[src/rtl/rv32i_pkg.sv]
// Shared RV32I fetch definitions: pc_src encoding, fetch FSM states, NOP word.
// S_TRAP is present only when FETCH_MISALIGN_TRAP_EN is defined.
package rv32i_pkg;

  typedef enum logic [1:0] {
    PC_SEQ    = 2'd0,
    PC_BRANCH = 2'd1,
    PC_JALR   = 2'd2
  } pc_src_e;

  typedef enum logic [1:0] {
    S_REQ   = 2'd0,
    S_WAIT  = 2'd1,
    S_VALID = 2'd2
`ifdef FETCH_MISALIGN_TRAP_EN
    ,S_TRAP = 2'd3
`endif
  } fetch_state_e;

  localparam logic [31:0] NOP = 32'h0000_0013;

endpackage

[src/rtl/fetch_unit_pc_next.sv]
// Combinational next-PC selection (sequential / pc-relative / JALR).
// Optional macro: FETCH_MISALIGN_TRAP_EN keeps bit 1 so the fetch unit can trap on it.
module pc_next
  import rv32i_pkg::*;
(
  input  logic [31:0] pc,
  input  logic [1:0]  pc_src,
  input  logic [31:0] imm_ext,
  input  logic [31:0] alu_result,
  output logic [31:0] next_pc
);

  logic [31:0] target;

  always_comb begin
    target = pc + 32'd4;
    case (pc_src)
      PC_BRANCH: target = pc + imm_ext;
      PC_JALR:   target = alu_result & ~32'h1;
      default:   target = pc + 32'd4;
    endcase
`ifdef FETCH_MISALIGN_TRAP_EN
    next_pc = target;
`else
    next_pc = {target[31:2], 2'b00};
`endif
  end

endmodule

[src/rtl/fetch_unit.sv]
// Single-outstanding instruction fetch: request, wait for data, hold until retired.
// Optional macro: FETCH_MISALIGN_TRAP_EN adds the sticky misalign flag and S_TRAP.
module fetch_unit
  import rv32i_pkg::*;
#(
  parameter logic [31:0] RESET_PC = 32'h0000_0000
) (
  input  logic        clk,
  input  logic        rst,
  output logic        imem_req,
  output logic [31:0] imem_addr,
  input  logic        imem_gnt,
  input  logic        imem_rvalid,
  input  logic [31:0] imem_rdata,
  output logic [31:0] instr,
  output logic [31:0] pc,
  output logic [31:0] pc_plus4,
  output logic        instr_valid,
  input  logic        instr_ready,
  input  logic [1:0]  pc_src,
  input  logic [31:0] imm_ext,
  input  logic [31:0] alu_result
`ifdef FETCH_MISALIGN_TRAP_EN
  ,output logic       misalign
`endif
);

  fetch_state_e state;
  logic [31:0]  next_pc;

  pc_next u_pc_next (
    .pc         (pc),
    .pc_src     (pc_src),
    .imm_ext    (imm_ext),
    .alu_result (alu_result),
    .next_pc    (next_pc)
  );

  always_ff @(posedge clk or posedge rst) begin
    if (rst) begin
      state <= S_REQ;
      pc    <= RESET_PC;
      instr <= NOP;
`ifdef FETCH_MISALIGN_TRAP_EN
      misalign <= 1'b0;
`endif
    end else begin
      case (state)
        S_REQ: if (imem_gnt) state <= S_WAIT;
        S_WAIT: begin
          if (imem_rvalid) begin
            instr <= imem_rdata;
            state <= S_VALID;
          end
        end
        S_VALID: begin
          if (instr_ready) begin
            pc <= next_pc;
`ifdef FETCH_MISALIGN_TRAP_EN
            // The faulting target is still loaded into pc so it is visible to the trap handler.
            if (next_pc[1]) begin
              misalign <= 1'b1;
              state    <= S_TRAP;
            end else begin
              state <= S_REQ;
            end
`else
            state <= S_REQ;
`endif
          end
        end
`ifdef FETCH_MISALIGN_TRAP_EN
        S_TRAP: state <= S_TRAP;
`endif
        default: state <= S_REQ;
      endcase
    end
  end

  always_comb begin
    imem_req    = (state == S_REQ);
    instr_valid = (state == S_VALID);
    imem_addr   = pc;
    pc_plus4    = pc + 32'd4;
  end

endmodule

[config.mk]
export PLATFORM = sky130hd
export DESIGN_NAME = fetch_unit
export DESIGN_NICKNAME = d
export VERILOG_FILES = /design/src/rtl/rv32i_pkg.sv /design/src/rtl/fetch_unit_pc_next.sv /design/src/rtl/fetch_unit.sv
export SDC_FILE = /design/constraint.sdc
export NUM_CORES = 1
export LEC_CHECK = 0
export CORE_ASPECT_RATIO = 2
export CORE_MARGIN = 1.5
export CORE_UTILIZATION = 46
export DETAILED_ROUTE_END_ITERATION = 7
export PLACE_DENSITY = 0.8
export SLEW_MARGIN = 10
export SYNTH_ARGS = -nofsm -noshare
export SYNTH_HDL_FRONTEND = slang
export SYNTH_HIERARCHICAL = 1
export SYNTH_SLANG_ARGS = --single-unit
export TNS_END_PERCENT = 5
[constraint.sdc]
create_clock -name clk -period 3.7 [get_ports clk]
set_input_delay 1.11 -clock clk [delete_from_list [all_inputs] [get_ports clk]]
set_output_delay 1.11 -clock clk [all_outputs]
set_load 0.01 [all_outputs]
* Word-level counts from Yosys, hierarchy flattened *
Cells that the tools add are included.

storage, ports and cells
  bits in latches = 0
  bits in writable memories = 0
  memories = 0
  word-level logic and storage cells = 21
  output and inout bits = 130
  bits in read-only memories = 0
  flip-flop bits (word level) = 64

operators by class
  reduce and logical (&&, ||, !) cells = 4
  equality and inequality tests = 7
  divide/modulo/power cells = 0
  mux-type cells = 5
  bitwise logic cells = 0
  $add $sub $neg = 2
  $mul = 0
  shifts and indexed selects = 0
  magnitude comparators = 0

operator list
  cell                   count
  $pmux 32 s2            1
  $add 32x3->32 const B  1
  $add 32x32->32         1
  $mux 2                 3
  $pmux 2 s3             1
  $eq 2x1->1 const B     2
  $eq 2x2->1 const B     2
  $ne 2x1->1 const B     2
  $reduce_and 2->1       2
  $reduce_and 3->1       1
  $logic_not 2->1        1
  $ne 2x2->1 const B     1

* Longest topological paths before layout *
  word-level depth = 3
  gate-level depth with buffers = 10
  mapped depth without buffers = 9

* By module *
The synthesis kept the hierarchy.

by module, submodules not included
  module      instances  cells each  area an instance (µm²)
  fetch_unit  1          264         3319.4
  pc_next     1          436         2909.0

* Worst setup path after synthesis *
Ideal clock, no wire load.

  path type = in2reg
  from = in imm_ext[24]
  to = reg pc[31] (netlist: imem_addr[31])
  data arrival time = 3.233 ns
  stages = 10
  path slack = 0.342 ns
  required time = 3.575 ns
  cell sequence = ha_1 > buf_6 > a21o_1 > a221o_1 > nand2b_1 > o311a_1 > a41oi_2 > mux2i_1 > nand3_1 > mux2_2

on the way
  cells in the longest elaborated chain, start to end = 2

ends and longest elaborated chain
  what                    RTL line                  source
  start: declaration      fetch_unit.sv:21          input logic [31:0] imm_ext,
  $add 32x32->32          fetch_unit_pc_next.sv:18  PC_BRANCH: target = pc + imm_ext;
  $pmux 32 s2             fetch_unit_pc_next.sv:17  case (pc_src)
  via next_pc[31]         fetch_unit.sv:29          logic [31:0] next_pc;
  end signal: assignment  fetch_unit.sv:58          pc <= next_pc;
  end: declaration        fetch_unit.sv:16          output logic [31:0] pc,

The timed path passes the listed nets, and every way through them passes these cells.
A chain may end at the register's enable or synchronous reset.

* Final worst setup path *
  from = reg pc[3] (netlist: imem_addr[3])
  to = out pc_plus4[24]

on the way
  cells in the longest elaborated chain, start to end = 1

ends and longest elaborated chain
  what              RTL line          source
  $add 32x3->32     fetch_unit.sv:84  pc_plus4 = pc + 32'd4;
  end: declaration  fetch_unit.sv:17  output logic [31:0] pc_plus4,

No other way between the ends.

==> results.py <==
metrics = {
    "power": {
        "pwr-share-clk_pct": 11.6,
        "ir_worst_vdd_mv": 0.557,
        "pwr-share-seq_pct": 18.0,
        "switchingPower_mw": 3.31,
        "powerDensity_mw_per_mm2": 827,
        "leakage_nw": 4.05,
        "p_int_mw": 4.44,
        "combPwrFrac_pct": 70.4,
        "switching_share_pct": 42.7,
        "p_total_mw": 7.75,
    },
    "global_route": {
        "antenna_found_initial": 0,
        "grt_pass1_vias": 6927,
        "grt_max_degree": 42,
        "grt_use_total_pct": 32.1,
        "grt_pass1_wl_um": 35400,
        "gr-total-overflow": 0,
    },
    "synth": {
        "ys.warnings.count": 6,
        "ys_types": 69,
        "synth_flop_cell": "dfrtp_1",
        "synth_area_mm2": 0.00623,
        "syn_avg_cell_area_um2": 8.90,
        "synth_edf_count": 0,
        "ys_seq_elements": 66,
        "ys_async_sr_fraction_pct": 100,
        "yosysSeqAreaShare_pct": 26.6,
        "synth_cells": 700,
    },
    "placed_design": {
        "place.gp.congestion": 0.926,
        "place_hpwl_um": 18400,
        "port_buffers": 230,
    },
    "critical_path": {
        "reg2reg_to": "imem_addr[11]$_DFFE_PP0P_",
        "worstPathRequired_ns": 2.59,
        "cp_data_arrival_time_ns": 2.45,
        "rr_startpoint": "imem_addr[2]$_DFFE_PP0P_",
        "critPathLaunch": "imem_addr[3]$_DFFE_PP0P_",
        "cp-start-kind": "register",
        "criticalPathCategory": "register to output port",
        "ff2ff_setup_slack_ns": 0.73,
        "cp-end-kind": "output port",
        "worstPathMaxFanout": 4,
        "r2r_cells": 10,
    },
    "die": {
        "die_w_um": 85.3,
        "die_area_mm2": 0.0143,
        "ios": 233,
        "coreArea_mm2": 0.0134,
        "dieHeight_um": 168,
        "num_rows": 60,
        "start_util_pct": 46.6,
    },
    "sta": {
        "finClkSkew_ns": 0.00643,
        "final_hold_viol_count": 0,
        "finalCritPeriodShare_pct": 96.2,
        "rsz0062_at_grt": "true",
        "period_needed_ns": 3.56,
        "max_freq_mhz": 281,
        "whs_ns": 0.492,
        "slew_headroom_pct": 23.4,
        "setup_viol": 0,
        "tightest_slew_ns": 1.15,
        "finalSetupTns_ns": 0,
        "drv_slew": 0,
    },
    "route": {
        "wl_um": 23100,
        "ant_nets": 0,
        "remaining_drc_errors": 9,
        "vias_per_cell": 5.98,
        "drt_iter0_markers": 405,
        "wire_per_inst_um": 20.4,
        "via_count": 6778,
        "firstDrtPassIters": 8,
    },
    "clocking": {
        "h-tree-depth": 3,
        "cts_tree": "built",
        "ctsLongestPathBuffers": 2,
        "cts.sinks": 66,
        "postCtsSetupBuffers": 0,
        "cts_root_buf": "clkbuf_16",
        "cts.clk_slew.worst_paths_ns": 0.06,
        "clk_latency_ns": 0.34,
        "numCtsBuffers": 9,
        "hold_buffers": 0,
    },
    "finish": {
        "area_growth_syn_to_layout_pct": 50.5,
        "drive_above_1_share_pct": 20.4,
        "antenna_cells": 0,
        "fin_nets": 1110,
    },
    "outcome": {
        "status": "finished, violations left",
        "violations": "design-rule violations",
    },
    "hold_path": {
        "hold_class": "register to register",
        "worst_hold_path.num_cells": 1,
        "hold_end": "state[0]$_DFFE_PP0P_",
        "min_from": "state[1]$_DFFE_PP0P_",
    },
    "flow_run": {
        "maxCapViolations": 0,
    },
}
sequential cells by signal (all words and copies together), names as in the netlist:
register / count
imem_addr: 32
state: 2
instr: 32
routing by layer:
| metal | share of wire [%] | GRT usage (%) | up-vias | wire [um] |
|---|---|---|---|---|
| met5 | 0 | 0 | - | 0 |
| met2 | 52 | 58.1 | 360 | 12100 |
| met1 | 33 | 30.2 | 3219 | 7520 |
| met4 | 8.5 | 25.5 | 0 | 1970 |
| li1 | - | - | 3090 | - |
| met3 | 6.6 | 7.00 | 109 | 1540 |
metrics by stage:
step	setup slack, ns	std cells	util, %	cell area [um^2]
finish	0.140	1133	70.2	9380
CTS	0.150	1133	70.1	9370
floorplan	0.342	701	-	6230
global placement	-0.131	1117	67.8	9060
detailed placement	-0.170	1117	67.8	9060
global route	-0.0190	1133	70.2	9380
power by group through the flow:
stage	sequential (mW)	combinational, mW	clock (mW)
after floorplan	1.69	2.44	0
after global placement	1.37	5.30	0
after detailed placement	1.40	5.37	0
after CTS	1.40	5.41	0.919
after global routing	1.44	5.78	0.936
final	1.40	5.45	0.901
cell families after synthesis:
group	count (synthesis)	synth area share [%]
adders and majority gates	34	6.83
DFF	66	26.6
muxes	69	12.4
AOI/OAI and AO/OA	153	16.9
buffers and inverters	85	7.75
other	1	0.0602
xor gates and xnor gates	79	11.1
and+or+nand+nor	213	18.3
worst max-delay path by stage:
stage	endpoint	cells after the start	slack, ns
2_1_floorplan	imem_addr[31]$_DFFE_PP0P_	10	0.34
3_3_place_gp	imem_addr[26]$_DFFE_PP0P_	11	-0.13
3_5_place_dp	imem_addr[26]$_DFFE_PP0P_	11	-0.17
4_1_cts	pc_plus4[24]	6	0.15
5_1_grt	pc_plus4[26]	6	-0.02
6_report	pc_plus4[24]	6	0.14
cell type report:
class / instances / area (um^2)
Tap cell: 155 / 194
Timing Repair Buffer: 332 / 3070
Fill cell: 1043 / 3990
Clock buffer: 9 / 225
Sequential cell: 66 / 1660
Multi-Input combinational cell: 550 / 4100
Clock inverter: 7 / 82.6
Inverter: 14 / 52.6
cell usage in the layout, fill, tap and decap left out, types with 13 or more instances in the layout:
| cell type | n |
|---|---|
| a22oi_1 | 13 |
| nand2_1 | 58 |
| a21oi_1 | 45 |
| ha_1 | 34 |
| mux2_2 | 62 |
| xnor2_1 | 45 |
| nor3_1 | 22 |
| clkdlybuf4s50_1 | 230 |
| buf_4 | 102 |
| nor2_1 | 34 |
| nand3_1 | 26 |
| o21ai_0 | 15 |
| nand4_1 | 21 |
| xor2_1 | 34 |
| inv_1 | 13 |
| dfrtp_1 | 63 |
worst max-delay path, stage by stage, from the launching register on:
cell,delay [ns]
dfrtp_1,0.39
ha_1,0.20
and3_1,0.24
nand4_1,0.23
nor3_1,0.25
xor2_1,0.19
clkdlybuf4s50_1,0.61
Yosys cell counts, types with 3 or more instances:
master     number  area share (%)
a21o_1          8            0.96
a21oi_1        46             3.7
a221oi_1       11             1.5
a22oi_1        13             1.6
a31oi_1         5            0.50
and3_1         12             1.2
and4_1         11             1.5
buf_2          13             1.0
buf_4          37             4.5
clkbuf_1       19             1.1
dfrtp_1        63              25
dfstp_2         3             1.3
ha_1           34             6.8
inv_1          14            0.84
mux2_1          3            0.54
mux2_2         62              11
mux2i_1         4            0.64
nand2_1        58             3.5
nand2b_1        3            0.30
nand3_1        26             2.1
nand3b_1        4            0.48
nand4_1        21             2.1
nor2_1         34             2.0
nor2b_1         6            0.60
nor3_1         22             1.8
o2111ai_1       3            0.42
o211ai_1        5            0.60
o21a_1          4            0.48
o21ai_0        15             1.2
o21ai_1        10            0.80
o21bai_1        5            0.60
o221ai_1        3            0.42
xnor2_1        45             6.3
xor2_1         34             4.8
repair_timing:
action	4_1_cts	5_1_grt
setup endpoints to repair	0	4
hold endpoints to repair	0	0
gates resized for setup	0	1
Note: power is estimated with default switching activity, not from simulation.
